==> config.mk <==
export PLATFORM = sky130hd
export DESIGN_NAME = trisc_fetch_ir
export DESIGN_NICKNAME = d
export VERILOG_FILES = /design/src/rtl/trisc_fetch_ir.sv
export SDC_FILE = /design/constraint.sdc
export NUM_CORES = 1
export LEC_CHECK = 0
export BUFFER_PORTS_ARGS = -buffer_cell sky130_fd_sc_hd__buf_2
export CAP_MARGIN = 40
export CORE_AREA = 3 3 76 78
export DETAILED_ROUTE_END_ITERATION = 8
export DIE_AREA = 0 0 79 81
export SLEW_MARGIN = 20
export SYNTH_ARGS = -nofsm -noshare
export SYNTH_HDL_FRONTEND = slang
export SYNTH_SLANG_ARGS = --single-unit
export TNS_END_PERCENT = 50
==> constraint.sdc <==
create_clock -name SysClock -period 1.8 [get_ports SysClock]
set_input_delay 0.36 -clock SysClock [delete_from_list [all_inputs] [get_ports SysClock]]
set_output_delay 0.36 -clock SysClock [all_outputs]
set_load 0.05 [all_outputs]
==> src/rtl/trisc_fetch_ir.sv <==
// Instruction fetch / instruction register for the TRISC core: holds the PC,
// reads program memory over a MemRd/MemAck handshake and latches opcode/operand.
module trisc_fetch_ir #(
    parameter int              IW       = 8,
    parameter int              OPW      = 4,
    parameter int              AW       = 8,
    parameter logic [AW-1:0]   RESET_PC = '0,
    parameter int              TMO      = 15
) (
    input  logic              SysClock,
    input  logic              SysReset,
    input  logic              FetchReq,
    input  logic              PcLoad,
    input  logic [AW-1:0]     BranchAddr,
    output logic [AW-1:0]     MemAddr,
    output logic              MemRd,
    input  logic              MemAck,
    input  logic [IW-1:0]     MemData,
    output logic [OPW-1:0]    Opcode,
    output logic [IW-OPW-1:0] Operand,
    output logic              IrValid,
    output logic              Busy,
    output logic              Fault,
    output logic [AW-1:0]     PC
);

    localparam logic [0:0] S_IDLE = 1'b0;
    localparam logic [0:0] S_READ = 1'b1;

    localparam int             CW       = (TMO > 1) ? $clog2(TMO) : 1;
    localparam logic [CW-1:0]  TMO_LAST = CW'(TMO - 1);

    logic [0:0]    r_state;
    logic [AW-1:0] r_pc;
    logic [AW-1:0] r_mem_addr;
    logic          r_mem_rd;
    logic [IW-1:0] r_ir;
    logic          r_ir_valid;
    logic          r_fault;
    logic [CW-1:0] r_cnt;

    always_ff @(posedge SysClock or posedge SysReset) begin
        if (SysReset) begin
            r_state    <= S_IDLE;
            r_pc       <= RESET_PC;
            r_mem_addr <= RESET_PC;
            r_mem_rd   <= 1'b0;
            r_ir       <= '0;
            r_ir_valid <= 1'b0;
            r_fault    <= 1'b0;
            r_cnt      <= '0;
        end else begin
            case (r_state)
                S_IDLE: begin
                    if (PcLoad) begin
                        r_pc <= BranchAddr;
                    end
                    // A branch in the same cycle as a fetch supplies the fetch address.
                    if (FetchReq) begin
                        r_state    <= S_READ;
                        r_mem_rd   <= 1'b1;
                        r_mem_addr <= PcLoad ? BranchAddr : r_pc;
                        r_ir_valid <= 1'b0;
                        r_fault    <= 1'b0;
                        r_cnt      <= '0;
                    end
                end
                S_READ: begin
                    if (MemAck) begin
                        r_ir       <= MemData;
                        r_ir_valid <= 1'b1;
                        r_mem_rd   <= 1'b0;
                        r_pc       <= r_mem_addr + 1'b1;
                        r_state    <= S_IDLE;
                    end else if (r_cnt == TMO_LAST) begin
                        // TMO cycles of MemRd without an ack: abandon, PC untouched.
                        r_mem_rd <= 1'b0;
                        r_fault  <= 1'b1;
                        r_state  <= S_IDLE;
                    end else begin
                        r_cnt <= r_cnt + 1'b1;
                    end
                end
                default: begin
                    r_state  <= S_IDLE;
                    r_mem_rd <= 1'b0;
                end
            endcase
        end
    end

    assign MemAddr = r_mem_addr;
    assign MemRd   = r_mem_rd;
    assign Opcode  = r_ir[IW-1:IW-OPW];
    assign Operand = r_ir[IW-OPW-1:0];
    assign IrValid = r_ir_valid;
    assign Busy    = (r_state == S_READ);
    assign Fault   = r_fault;
    assign PC      = r_pc;

endmodule

==> flow_summary.json <==
{
  "critical_path.top_delay_family": "flip-flops",
  "drv_cap": 0,
  "min_path_type": "primary input to asynchronous set/reset pin",
  "total_leakage_power_uw": 0.000997,
  "worstPathCellList": "buf_2",
  "period_minus_slack_ns": 1.51,
  "cts_max_level": 2,
  "dr.pass1.iters": 4,
  "critPathBufInv": 1,
  "numCtsBuffers": 5,
  "synth_commonest_cells": "37 x nand2_1, 32 x dfrtp_1, 12 x o21ai_0, 11 x nand3_1, 10 x mux2i_1",
  "finalSetupTns_ns": 0,
  "synthesis.nets": 182,
  "avgSynthCellArea_um2": 9.76,
  "peakVddDrop_mv": 0.593,
  "fmax_ghz": 0.662,
  "core_area_um2": 5140,
  "worst_ep_required_time_ns": 1.44,
  "fin_nets": 236,
  "initial_core_util_pct": 30.0,
  "dieArea_um2": 6400,
  "grt_setup_unrepaired": "no",
  "grt_pass1_wl_mm": 6.58,
  "max_stage_delay_ns": 0.54,
  "drive_gt1_share_pct": 29.6,
  "run_status": "complete, no violations",
  "synthTopCellsByArea": "dfrtp_1 52%, nand2_1 9.0%, mux2i_1 6.5%",
  "diodes": 0,
  "cts_hold_buf": 0,
  "numPortBuffers": 48,
  "die-width_um": 79,
  "cts-root-buf": "clkbuf_8",
  "ys_types": 32,
  "finClkSkew_ns": 0.00974,
  "grt_pass1_vias": 1333,
  "yosysMostFrequentCell": "nand2_1",
  "cpMaxStageDelayCell": "dfrtp_1",
  "grt_busiest_layer": "met2",
  "finalPower_uw": 2750,
  "critPathKind": "flip-flop to output port",
  "drc": 0,
  "cts_sinks": 32,
  "slew_violations": 0,
  "num-fill-cells": 562,
  "synth_area_leader_cell": "dfrtp_1",
  "synth_edf_count": 0,
  "yosysWarningCount": 0,
  "clk_pin_slew_ns": 0.07,
  "antenna_found_initial": 0,
  "yosysSeqAreaShare_pct": 51.9,
  "end_kind": "output port",
  "dieHeight_um": 81,
  "netlist_instances": 158,
  "wl_per_cell_um": 13.2,
  "grt_max_degree": 33,
  "synth_top_cell_area_share_pct": 51.9,
  "num_rows": 26,
  "grt.total_usage_pct": 13.1,
  "min_period_over_period_pct": 83.9,
  "path_max_fanout": 11,
  "final_util_pct": 38.1,
  "ys_ff_latch": 32,
  "use_met3_pct": 4.55,
  "clock_latency_ns": 0.28,
  "synthArstFlopShare_pct": 100,
  "area_growth_pct": 27.0,
  "drt_iter0_markers": 47,
  "hold_viol": 0,
  "worstMarginPinSlew_ns": 0.428,
  "pin_count": 49,
  "use_met2_pct": 20.4,
  "clk_path_buf_depth": 2,
  "setup_viol": 0,
  "cts_setup_buffers": 0,
  "grt.overflow.total": 0,
  "wl_mm": 3.72,
  "maxSlewHeadroom_pct": 71.5,
  "synth_area_um2": 1540,
  "critPathLaunchType": "flip-flop",
  "synthFlopType": "dfrtp_1",
  "powerDensity_nw_per_um2": 1400,
  "met1_usage_pct": 17.7,
  "post_cts_resized": 0,
  "drtAntennaViolNets": 0,
  "vias": 1307,
  "cts_tree": "built",
  "place_congestion": 0.740,
  "dpl.hpwl_mm": 2.66,
  "viasPerCell": 4.62,
  "arrival_ns": 1.15
}
==> power by group <==
part / switching, µW / internal [µW] / leakage [µW] / total [µW]
Combinational: 828 / 279 / 0.000554 / 1110
Sequential: 176 / 892 / 0.000397 / 1070
Clock: 262 / 312 / 0.0000455 / 574
==> final timing paths <==
check	startpoint	to	slack (ns)	depth (start not counted)
max	Busy$_DFF_PP0_	Busy	0.29	1
min	SysReset	Fault$_DFFE_PP0P_	0.16	3
max reg2reg	MemAddr[0]$_DFFE_PP0P_	PC[6]$_DFFE_PP0P_	0.36	4
min reg2reg	r_ir[0]$_DFFE_PP0P_	r_ir[0]$_DFFE_PP0P_	0.47	2
max in group asynchronous	SysReset	PC[5]$_DFFE_PP0P_	1.34	3
min in group SysClock	MemData[0]	r_ir[0]$_DFFE_PP0P_	0.27	3
==> metal layers <==
layer | wire (µm) | share of wire, %
met1 | 1770 | 48
met4 | 0 | 0
met5 | 0 | 0
met2 | 1690 | 45
met3 | 264 | 7.1
==> state kept, by name, indices dropped and copies added, names as in the netlist <==
signal	count
MemAddr	8
PC	8
r_ir	8
r_cnt	4
Busy	1
Fault	1
IrValid	1
MemRd	1
==> through the flow <==
| step | setup slack [ns] | cells | cell area (µm²) | hold slack, ns |
|---|---|---|---|---|
| 2_1_floorplan | 0.138 | 158 | 1540 | 0.461 |
| 3_3_place_gp | 0.361 | 275 | 1870 | 0.454 |
| 3_5_place_dp | 0.350 | 275 | 1870 | 0.460 |
| 4_1_cts | 0.274 | 283 | 1960 | 0.175 |
| 5_1_grt | 0.221 | 283 | 1960 | 0.229 |
| 6_report | 0.290 | 283 | 1960 | 0.158 |
==> cell usage in the layout (no fill, tap or decap), types with 3 or more instances in the layout <==
cell | netlist | final
o21ai_0 | 12 | 12
buf_4 | 0 | 7
buf_2 | 3 | 48
xor2_1 | 3 | 3
nor2_1 | 4 | 4
ha_1 | 3 | 3
a22oi_1 | 4 | 4
dfrtp_1 | 32 | 32
or4_1 | 3 | 3
o211ai_1 | 5 | 5
nor3_1 | 3 | 3
nand2b_1 | 3 | 3
inv_1 | 5 | 5
nand3_1 | 11 | 11
nand2_1 | 37 | 37
mux2i_1 | 10 | 10
clkbuf_8 | 0 | 6
==> logic make-up (layout without fill, tap and decap cells) <==
| family | count (synthesis) | count (layout) | share of synthesized area [%] |
|---|---|---|---|
| XOR/XNOR | 3 | 3 | 1.70 |
| AO/OA/AOI/OAI | 30 | 30 | 12.7 |
| buffers and inverters | 13 | 68 | 4.70 |
| adder cells (fa/ha/maj) | 3 | 3 | 2.43 |
| AND/OR/NAND/NOR | 67 | 67 | 20.0 |
| multiplexers | 10 | 10 | 6.49 |
| flip-flops | 32 | 32 | 51.9 |
==> final cells by class <==
class	count	area (µm²)	area share, %
timing repair buffer	55	293	14.9
clock buffer	8	90.1	4.60
sequential	32	801	40.9
inverter	5	18.8	0.958
multi-input combinational	113	669	34.2
tap	70	87.6	4.47
Note: power is estimated with default switching activity, not from simulation.
